[src/rtl/uart_tx_arb.sv]
// ---------------------------------------------------------------------------
// uart_tx_arb
//   Round-robin arbiter/sequencer sharing one byte-wide UART transmitter among
//   N requesters. A grant is held for a whole packet (terminated by the byte
//   flagged req_last). Bytes are launched with a one-cycle tx_din_vld pulse and
//   pacing follows the transmitter's tx_rdy level.
//
// Parameters
//   N       : number of requesters (2..8)
//   TIMEOUT : idle cycles a grant holder may leave req_vld low mid-packet
//             before the grant is revoked (0 disables, else 1..65535)
//
// Ports
//   clk, rst    : clock, synchronous active-high reset
//   req_vld     : [N]   requester i offers a byte
//   req_data    : [N*8] byte of requester i at [8i+7:8i]
//   req_last    : [N]   offered byte ends the packet
//   req_ack     : [N]   one-cycle pulse, byte of requester i was taken
//   tx_din      : [8]   byte to transmitter (registered, held outside SEND)
//   tx_din_vld  : start pulse to transmitter (registered)
//   tx_rdy      : transmitter idle level
//   gnt_id      : index of current or last grant holder
//   busy        : state machine is not idle
//   err_timeout : one-cycle pulse when a grant is revoked by timeout
// ---------------------------------------------------------------------------
module uart_tx_arb #(
  parameter int N       = 4,
  parameter int TIMEOUT = 1000
) (
  input  logic                 clk,
  input  logic                 rst,
  input  logic [N-1:0]         req_vld,
  input  logic [N*8-1:0]       req_data,
  input  logic [N-1:0]         req_last,
  output logic [N-1:0]         req_ack,
  output logic [7:0]           tx_din,
  output logic                 tx_din_vld,
  input  logic                 tx_rdy,
  output logic [$clog2(N)-1:0] gnt_id,
  output logic                 busy,
  output logic                 err_timeout
);

  localparam int           GW      = $clog2(N);
  localparam bit           TO_EN   = (TIMEOUT != 0);
  localparam logic [15:0]  TO_LAST = 16'(TIMEOUT - 1);
  localparam logic [N-1:0] ACK_ONE = N'(1);

  typedef enum logic [2:0] {
    IDLE  = 3'd0,
    SEND  = 3'd1,
    GUARD = 3'd2,
    WAIT  = 3'd3,
    NEXT  = 3'd4
  } state_t;

  state_t         state_q, state_d;
  logic [GW-1:0]  ptr_q, ptr_d;
  logic [GW-1:0]  gnt_q, gnt_d;
  logic [7:0]     din_q, din_d;
  logic           last_q, last_d;
  logic           vld_q, vld_d;
  logic [N-1:0]   ack_q, ack_d;
  logic           busy_q, busy_d;
  logic           err_q, err_d;
  logic [15:0]    cnt_q, cnt_d;

  logic [GW:0]    pick_s;
  logic [GW-1:0]  sel_s;
  logic [7:0]     sel_data_s;
  logic           sel_last_s;

  // Round-robin search starting at ptr; returns {found, index}. The loop runs
  // from the farthest candidate back to ptr so the nearest requester wins.
  function automatic logic [GW:0] rr_pick(input logic [N-1:0] vld,
                                          input logic [GW-1:0] ptr);
    logic [GW:0]   res;
    logic [GW-1:0] idx;
    res = '0;
    for (int i = N - 1; i >= 0; i--) begin
      idx = GW'((int'(ptr) + i) % N);
      res = vld[idx] ? {1'b1, idx} : res;
    end
    return res;
  endfunction

  // Index after idx, wrapping modulo N.
  function automatic logic [GW-1:0] next_idx(input logic [GW-1:0] idx);
    logic [GW-1:0] res;
    if (idx == GW'(N - 1)) begin
      res = '0;
    end else begin
      res = idx + GW'(1);
    end
    return res;
  endfunction

  assign pick_s = rr_pick(req_vld, ptr_q);
  // In IDLE the capture source is the arbitration winner, in NEXT it is the
  // current holder; the same mux serves both capture points.
  assign sel_s      = (state_q == IDLE) ? pick_s[GW-1:0] : gnt_q;
  assign sel_data_s = req_data[{sel_s, 3'b000} +: 8];
  assign sel_last_s = req_last[sel_s];

  // Next-state and next-output computation for the sequencer.
  always_comb begin
    state_d = state_q;
    ptr_d   = ptr_q;
    gnt_d   = gnt_q;
    din_d   = din_q;
    last_d  = last_q;
    vld_d   = 1'b0;
    ack_d   = '0;
    err_d   = 1'b0;
    cnt_d   = 16'd0;
    case (state_q)
      IDLE: begin
        // tx_rdy gates a new start, so a frame still running after reset
        // is never overlapped.
        if (tx_rdy && pick_s[GW]) begin
          gnt_d   = sel_s;
          din_d   = sel_data_s;
          last_d  = sel_last_s;
          vld_d   = 1'b1;
          ack_d   = ACK_ONE << sel_s;
          state_d = SEND;
        end else begin
          state_d = IDLE;
        end
      end
      SEND: begin
        state_d = GUARD;
      end
      GUARD: begin
        // tx_rdy is still high here while the transmitter latches the byte.
        state_d = WAIT;
      end
      WAIT: begin
        if (tx_rdy) begin
          if (last_q) begin
            ptr_d   = next_idx(gnt_q);
            state_d = IDLE;
          end else begin
            state_d = NEXT;
          end
        end else begin
          state_d = WAIT;
        end
      end
      NEXT: begin
        // A byte arriving on the terminal count cycle still wins.
        if (req_vld[gnt_q]) begin
          din_d   = sel_data_s;
          last_d  = sel_last_s;
          vld_d   = 1'b1;
          ack_d   = ACK_ONE << gnt_q;
          state_d = SEND;
        end else if (TO_EN && (cnt_q == TO_LAST)) begin
          err_d   = 1'b1;
          ptr_d   = next_idx(gnt_q);
          state_d = IDLE;
        end else begin
          cnt_d   = (cnt_q == 16'hFFFF) ? cnt_q : cnt_q + 16'd1;
          state_d = NEXT;
        end
      end
      default: begin
        state_d = IDLE;
      end
    endcase
    busy_d = (state_d != IDLE);
  end

  // State and output registers with synchronous reset.
  always_ff @(posedge clk) begin
    if (rst) begin
      state_q <= IDLE;
      ptr_q   <= '0;
      gnt_q   <= '0;
      din_q   <= 8'h00;
      last_q  <= 1'b0;
      vld_q   <= 1'b0;
      ack_q   <= '0;
      busy_q  <= 1'b0;
      err_q   <= 1'b0;
      cnt_q   <= 16'd0;
    end else begin
      state_q <= state_d;
      ptr_q   <= ptr_d;
      gnt_q   <= gnt_d;
      din_q   <= din_d;
      last_q  <= last_d;
      vld_q   <= vld_d;
      ack_q   <= ack_d;
      busy_q  <= busy_d;
      err_q   <= err_d;
      cnt_q   <= cnt_d;
    end
  end

  assign req_ack     = ack_q;
  assign tx_din      = din_q;
  assign tx_din_vld  = vld_q;
  assign gnt_id      = gnt_q;
  assign busy        = busy_q;
  assign err_timeout = err_q;

endmodule
[config.mk]
export PLATFORM = sky130hd
export DESIGN_NAME = uart_tx_arb
export DESIGN_NICKNAME = d
export VERILOG_FILES = /design/src/rtl/uart_tx_arb.sv
export SDC_FILE = /design/constraint.sdc
export NUM_CORES = 1
export LEC_CHECK = 0
export CAP_MARGIN = 20
export CORE_MARGIN = 3
export CORE_UTILIZATION = 40
export DETAILED_ROUTE_END_ITERATION = 10
export PLACE_DENSITY = 0.77
export SYNTH_ARGS = -nofsm -noshare
export SYNTH_HDL_FRONTEND = slang
export SYNTH_SLANG_ARGS = --single-unit
[constraint.sdc]
create_clock -name clk -period 2.9 [get_ports clk]
set_clock_uncertainty 0.15 [all_clocks]
set_input_delay 0.29 -clock clk [delete_from_list [all_inputs] [get_ports clk]]
set_output_delay 0.29 -clock clk [all_outputs]
set_load 0.01 [all_outputs]
==> impl_metrics.ini, run 1 <==
[timing]
rsz0062_at_grt = no
period_share_pct = 75.78
slew_headroom_pct = 65.46
fmax_mhz = 455.0
hold_viol_final = 0
drv_slew = 0
fin_crit_ns = 2.198
tns_ns = 0
setup_violations = 0
tightest_slew_ns = 0.5050

[synth]
synthArstFlopShare_pct = 0
ys_warn_count = 0
synth_top_area_cell = dfxtp_1
syn_avg_cell_area_sq_um = 8.732
seq_area_frac_synth_pct = 37.41
syn_nets = 287
yosysUniqueCellTypes = 42
synth_top_area_share_pct = 37.41
ys.flop_type = dfxtp_1
syn_area_sq_mm = 0.002087
syn_inst = 239
yosysMostFrequentCell = dfxtp_1
yosys-top-cells-area = dfxtp_1 (37%), mux2i_1 (12%), nor2_1 (5.2%)
synth_edf_count = 0
ys_ff_latch = 39
netlist_top_cells_count = dfxtp_1 (39), nor2_1 (29), mux2i_1 (25)

[finish]
area_growth_pct = 36.75
antenna_cells = 0
stdcell_area_sq_mm = 0.002854
drive_gt1_share_pct = 5.648
nNetsFinal = 348

[global_route]
grt_antenna_before_repair = 0
grt_overflow = 0
grt_pass1_vias = 1944
grt_usage_pct = 17.71
grt_pass1_wl_microns = 8838
grt_max_degree = 20

[placement]
hpwl_microns = 3961
place.gp.congestion = 0.8426
place_area_sq_mm = 0.002754
port_buffers = 59

[route]
drcViolationCount = 0
via_count = 1977
drt-total-wl_microns = 5186
wl_per_cell_microns = 14.09
antenna_left = 0
vias_per_cell = 5.372
dr.pass1.iters = 5
drtIter0Drc = 110

[floorplanning]
io_pins = 60
core_area_sq_mm = 0.004880
die_h_microns = 78.23
initial_core_util_pct = 42.77
die-area_sq_mm = 0.006120
die_w_microns = 78.23
rows = 25

[critical_path]
crit_arrival_ns = 2.26
endpoint_kind = register
critical_path_class = register to register
crit_path_start_kind = register
crit_required_ns = 2.96
crit_fanout = 16

[clock_tree]
cts_setup_buffers = 0
cts_buffers = 5
h-tree-depth = 2
cts_tree = done
cts_sinks = 39
clockBufferDepth = 2
clock_insertion_delay_worst_skew_ns = 0.29
ctsHoldBuffers = 0
post_cts_resize_count = 0
root_buffer = clkbuf_8
clk_pin_slew_ns = 0.07

[flow_run]
drv_cap = 0

[pwr]
vdd_ir_drop_max_v = 0.0002206
p_per_area_mw_per_mm2 = 430.2
p_leak_uw = 0.001060

[status]
run_status = completed

[worst_hold_path]
holdCritPathClass = register to register
## cells by family after synthesis
group                    synth area share [%]
AO/OA/AOI/OAI                           14.57
XOR/XNOR                                3.357
adder cells (fa/ha/maj)                 2.998
buffers and inverters                   3.357
flip-flops                              37.41
multiplexers                            13.07
AND/OR/NAND/NOR                         25.24
## routing by layer
metal  global-route usage [%]  up-vias  routed length (microns)
met5                        0        -                        0
met4                    5.594        0                       66
met3                    5.619        9                      419
met2                    30.14       71                     2440
met1                    21.19      902                     2260
li1                         -      995                        -
## layout make-up
| class | instances | area, sq um |
|---|---|---|
| Multi-Input combinational cell | 184 | 1242 |
| Clock buffer | 8 | 100.1 |
| Sequential cell | 39 | 780.7 |
| Fill cell | 453 | 2026 |
| Tap cell | 67 | 83.83 |
| Timing Repair Buffer | 63 | 620.6 |
| Inverter | 7 | 26.28 |
## cells in the final DEF (no fill, tap or decap), drive strengths merged, types with 8 or more instances in the layout
master,netlist,routed
clkdlybuf4s50,0,59
dfxtp,39,39
nor2,29,29
mux2i,25,25
nand2,18,18
a21oi,13,13
o221ai,10,10
nand3b,9,9
nand3,8,8
nor3,8,8
clkbuf,4,8
## final timing paths
kind / start / to / slack (ns) / depth (start not counted)
worst min register to register: cnt_q[7] / cnt_q[7] / 0.35 / 2
worst min-delay path: cnt_q[7] / cnt_q[7] / 0.35 / 2
worst max-delay path: gnt_id[0] / cnt_q[2] / 0.70 / 5
worst max register to register: gnt_id[0] / cnt_q[2] / 0.70 / 5
## critical path, stage by stage (launching register included)
cell and delay [ns]:
dfxtp_1 0.48, mux4_2 0.59, or2b_1 0.31, nor2_1 0.13
nand2_2 0.21, nor3_1 0.24
## flip-flops by register name, summed over array words and instances (netlist names), 2 cells and up
register and count:
cnt_q 16, gnt_id 2, ptr_q 2, req_ack 4, state_q 3, tx_din 8
## per-stage QoR
step | hold WS [ns] | power [uW] | utilization (%) | setup slack, ns | cells
final | 0.3514 | 1228 | 58.49 | 0.7023 | 368
after detailed placement | 0.3353 | 842.8 | 56.44 | 0.4650 | 360
after global routing | 0.3789 | 1283 | 58.49 | 0.5259 | 368
after floorplan | 0.2357 | 714.9 | - | 0.8183 | 239
after CTS | 0.3456 | 1243 | 58.49 | 0.7128 | 368
after global placement | 0.3277 | 837.4 | 56.44 | 0.4840 | 360
## power by group
group	switching [uW]	total (uW)	internal, uW	leakage (uW)
sequential	20.1	581	560	0.000317
combinational	106	250	144	0.000692
clock	180	397	217	0.0000515
No activity file was read; power rests on OpenSTA's default activity.
==> inputs of run 2 (changes only) <==
Clock period 2.9 ns to 2.1 ns, I/O delays scaled along.
==> impl_metrics.ini, run 2 (same netlist as run 1, synthesis figures left out) <==
[clock_tree]
cts_buffers = 5
clockBufferDepth = 2
h-tree-depth = 2
root_buffer = clkbuf_8
clk_pin_slew_ns = 0.08
cts_setup_buffers = 0
cts_tree = done
cts_sinks = 39
clock_insertion_delay_worst_skew_ns = 0.30

[critical_path]
ff2ff_setup_slack_ns = -0.003
r2r-start = cnt_q[3]
crit_fanout = 4
crit_arrival_ns = 2.15
crit_path_start_kind = register
crit_required_ns = 2.14
worstRegToRegCells = 5
endpoint_kind = register
r2r_end = ptr_q[1]
critical_path_class = register to register

[global_route]
grt_max_degree = 20
grt_pass1_wl_microns = 9032
grt_usage_pct = 18.16
grt_overflow = 0
grt_antenna_before_repair = 0
grt_pass1_vias = 2023

[timing]
hold_viol_final = 0
fmax_mhz = 475.5
setup_violations = 1
fin_crit_ns = 2.103
period_share_pct = 100.2
rsz0062_at_grt = yes
slew_headroom_pct = 62.28
tightest_slew_ns = 0.5516
setup_ws_ns = -0.003255
drv_slew = 0

[floorplanning]
core_area_sq_mm = 0.004880
initial_core_util_pct = 42.77
die_h_microns = 78.23
die_w_microns = 78.23
io_pins = 60
rows = 25
die-area_sq_mm = 0.006120

[placement]
hpwl_microns = 4405
place_area_sq_mm = 0.002984
port_buffers = 59
place.gp.congestion = 0.8379
post-place-ws_ns = -0.2164

[pwr]
vdd_ir_drop_max_v = 0.0003555
p_clk_share_pct = 29.7
swShare_pct = 26.71
power_uw = 1685
internal_power_uw = 1235
power_frac_seq_pct = 47.4
p_sw_uw = 450.2
p_per_area_mw_per_mm2 = 547.3
p_leak_uw = 0.001198
combPwrFrac_pct = 23.0

[status]
violations = negative setup slack
run_status = finished with violations

[route]
drcViolationCount = 0
wl_per_cell_microns = 14.01
drt-total-wl_microns = 5560
drtIter0Drc = 88
vias_per_cell = 5.338
via_count = 2119
antenna_left = 0
dr.pass1.iters = 4

[finish]
multiInputGateArea_sq_mm = 0.001251
mostFrequentLayoutCell = clkdlybuf4s50_1
largest-register = cnt_q
stdcell_area_sq_mm = 0.003079
nNetsFinal = 377
largest_register_ffs = 16
mostFrequentLayoutCells = clkdlybuf4s50_1 (59), dfxtp_1 (38), buf_4 (32)
area.sequential_sq_um = 782.0
antenna_cells = 0
fillers = 412
drive_gt1_share_pct = 14.85
area_growth_pct = 47.54

[worst_hold_path]
min_to = cnt_q[1]
holdCritPathClass = register to register
holdPathStages = 2
min-delay-start = cnt_q[1]

[flow_run]
drv_cap = 0
run 2: cell count changes in the layout (fill, tap and decap cells not counted), sizes merged:
cell	delta
clkbuf	-2
buf	+29
clkinv	+1
clkinvlp	+1
run 2: layer usage:
metal / vias to the layer above / track usage, % / wire (microns)
met5: - / 0 / 0
met4: 0 / 6.818 / 131
met3: 15 / 4.931 / 363
met2: 71 / 31.08 / 2705
met1: 977 / 21.65 / 2360
li1: 1056 / - / -
run 2: critical path, stage by stage (launching register included):
cell     delay [ns]
dfxtp_1        0.31
or4_1          0.51
or4_4          0.59
o21ai_4        0.18
mux2i_1        0.21
nor2_1         0.05
run 2: power groups by stage:
stage                     Clock, uW  Combinational (uW)  Sequential, uW
final                           500                 387             798
after global routing            545                 417             803
after CTS                       518                 386             798
after detailed placement          0                 386             815
after global placement            0                 377             815
after floorplan                   0                 165             823
run 2: worst max path at each step:
stage | cells after the start | to | slack [ns] | start
after floorplan | 5 | ptr_q[0] | 0.02 | cnt_q[14]
after global placement | 7 | cnt_q[7] | -0.12 | req_vld[2]
after detailed placement | 8 | tx_din[1] | -0.22 | req_vld[0]
after CTS | 5 | ptr_q[1] | -0.02 | cnt_q[3]
after global routing | 5 | ptr_q[1] | -0.07 | cnt_q[3]
final | 5 | ptr_q[1] | -0.003 | cnt_q[3]
run 2: timing repair:
| item | 4_1_cts | 5_1_grt |
|---|---|---|
| hold buffers | 0 | 0 |
| endpoints found under the setup margin | 2 | 11 |
| pin swaps | 2 | 0 |
| resized for setup | 1 | 3 |
run 2: final cells by class:
| cell class | instances | share of cell area [%] |
|---|---|---|
| repair buffers | 92 | 27.63 |
| multi-input cells | 184 | 40.63 |
| clock inverters | 2 | 0.4063 |
| clock buffers | 6 | 2.357 |
| well taps | 67 | 2.722 |
| inverters | 7 | 0.8533 |
| flip-flops and latches | 39 | 25.40 |
run 2: metrics by stage:
stage	TNS, ns	instances	hold WS [ns]	utilization, %
floorplan	0	239	0.1557	-
global placement	-2.392	389	0.3187	61.15
detailed placement	-3.447	389	0.3310	61.15
CTS	-0.01869	397	0.3425	62.97
global route	-0.1381	397	0.3695	63.10
finish	-0.003255	397	0.3447	63.10
==> inputs of run 3 (changes only) <==
Settings changed: CAP_MARGIN 20 to unset.
==> results of run 3 <==
No change in the layout: final DEF, timing and power equal those of run 2.
==> RTL change (flow settings as in run 3) <==
Re-encode `state_t` (5 states) as one-hot, 5 bits wide.
--- a/src/rtl/uart_tx_arb.sv
+++ b/src/rtl/uart_tx_arb.sv
@@ -47,10 +47,10 @@
   localparam logic [N-1:0] ACK_ONE = N'(1);
 
-  typedef enum logic [2:0] {
-    IDLE  = 3'd0,
-    SEND  = 3'd1,
-    GUARD = 3'd2,
-    WAIT  = 3'd3,
-    NEXT  = 3'd4
+  typedef enum logic [4:0] {
+    IDLE  = 5'b00001,
+    SEND  = 5'b00010,
+    GUARD = 5'b00100,
+    WAIT  = 5'b01000,
+    NEXT  = 5'b10000
   } state_t;
 
Behaviour: same outputs for any inputs over 10 cycles, from zero or initial values and one cycle with rst high; not proved beyond that.
==> RTL change against run 3 <==
Sequential cell count up 2. Die area rose by 7.8%. Area after synthesis grew 8.5%. Hold slack gained 26 ps. Wire length up 28%. Design area rose by 18%. Critical path type unchanged. Setup slack improved by 19 ps. Maximum frequency grew 0.93%.
Power is not compared: it rests on default switching activity, and its combinational part moved more than twofold at a synthesized area within 25%.
==> RTL change: results (changes against run 3) <==
metric,value,unit,change
status,finished clean,,
multi-input combinational area share,44.60,%,+4.0 points
Fill cells,395,,-4.1%
vias per cell,5.433,,+1.8%
dpl ws,-636.2,ps,-419.9 ps
Seq/total area,22.90,%,-2.5 points
HPWL after detailed placement,4.745,mm,+7.7%
area of the multi-input gates,1618,um^2,+29%
Worst-Margin Slew,352.0,ps,-199.6 ps
PostCTS Resize Cnt,23,,+22
"Clk pin slew, worst setup/hold paths",80,ps,about the same
metal2 WL,3.401,mm,+26%
crit-path max FO,9,,+5
GR Util All Layers,20.33,%,+2.2 points
nonclk buf count,108,,+17%
vias in the first global route,2221,,+9.8%
buffering overhead,27.11,%,-0.52 points
first-pass GRT wire length,10.26,mm,+14%
clock network area share,2.346,%,-0.42 points
hold path start,state_q[1]$_SDFF_PP0_,,
GPL Wtd Cong,0.8478,,+1.2%
Synth area leaders,"dfxtp_1 36%, nor2_1 6.5%, a2111oi_2 6.0%",,
Netlist cell types,50,,+19%
layout cells sized above 1,29.44,%,+15 points
"CP delay by family, top",compound AO/OA/AOI/OAI gates,,
Syn Nets,302,,+5.2%
1st-iter DRT viols,54,,-39%
met2 Use GR,33.91,%,+2.8 points
peak supply drop,0.5087,mV,
largest net degree at the start of global routing,14,,-30%
number of enable flip-flop cells after synthesis,0,,unchanged
Multi-input comb cells,197,,+7.1%
switching part of the total power,38.26,%,
Post-CTS Setup Inserts,4,,+4
origin of the critical flop-to-flop path,state_q[3]$_SDFF_PP0_,,
critical path arrival,2110,ps,-40 ps
Cells after Synth,254,,+6.3%
most frequent cells after synthesis,"41 x dfxtp_1, 39 x nor2_1, 15 x nand2_1",,
# clk buffers,5,,-1
DRT Wirelength,7.116,mm,+28%
DP Area,3224,um^2,+8.1%
GR Util met1,25.59,%,+3.9 points
GR Util met3,4.767,%,-0.16 points
routed len/inst,16.55,um,+18%
fraction of the yosys area taken by sequential cells,36.26,%,-1.1 points
Clock Sinks,41,,+5.1%
# diodes,0,,unchanged
delay of the slowest cell on the worst path,390,ps,-200 ps
invs w/o clock,6,,-1
DRT met1 WL,3.192,mm,+35%
met3 wire length,452,um,+25%
final layout net count,407,,+8.0%
CP max-delay cell,a2111oi_2,,
-- RTL change: cell types whose count changed in the layout (fill, tap and decap cells not counted), moves of 5 or more --
cell       delta
xor2_1        +6
nor2_1        +9
buf_4         +9
mux2i_1      -14
or3_1         -6
and2_0        +5
buf_6         +8
a2111oi_4     +7
o221ai_1     -10
nand3b_1      -9
a2111oi_2    +11
-- RTL change: logic make-up after synthesis --
group | share of synthesized area [%]
AO/OA/AOI/OAI | 21.01
flip-flops | 36.26
AND/OR/NAND/NOR | 25.98
adder cells (fa/ha/maj) | 2.764
multiplexers | 6.302
XOR/XNOR | 3.870
buffers and inverters | 3.814
-- RTL change: worst paths after layout --
| path | slack, ps | to | cells after the start |
|---|---|---|---|
| setup reg to reg | 20 | tx_din[5]$_SDFFE_PP0P_ | 8 |
| hold reg to reg | 370 | state_q[2]$_SDFF_PP0_ | 2 |
| hold / removal | 370 | state_q[2]$_SDFF_PP0_ | 2 |
| setup / recovery | 20 | tx_din[5]$_SDFFE_PP0P_ | 8 |
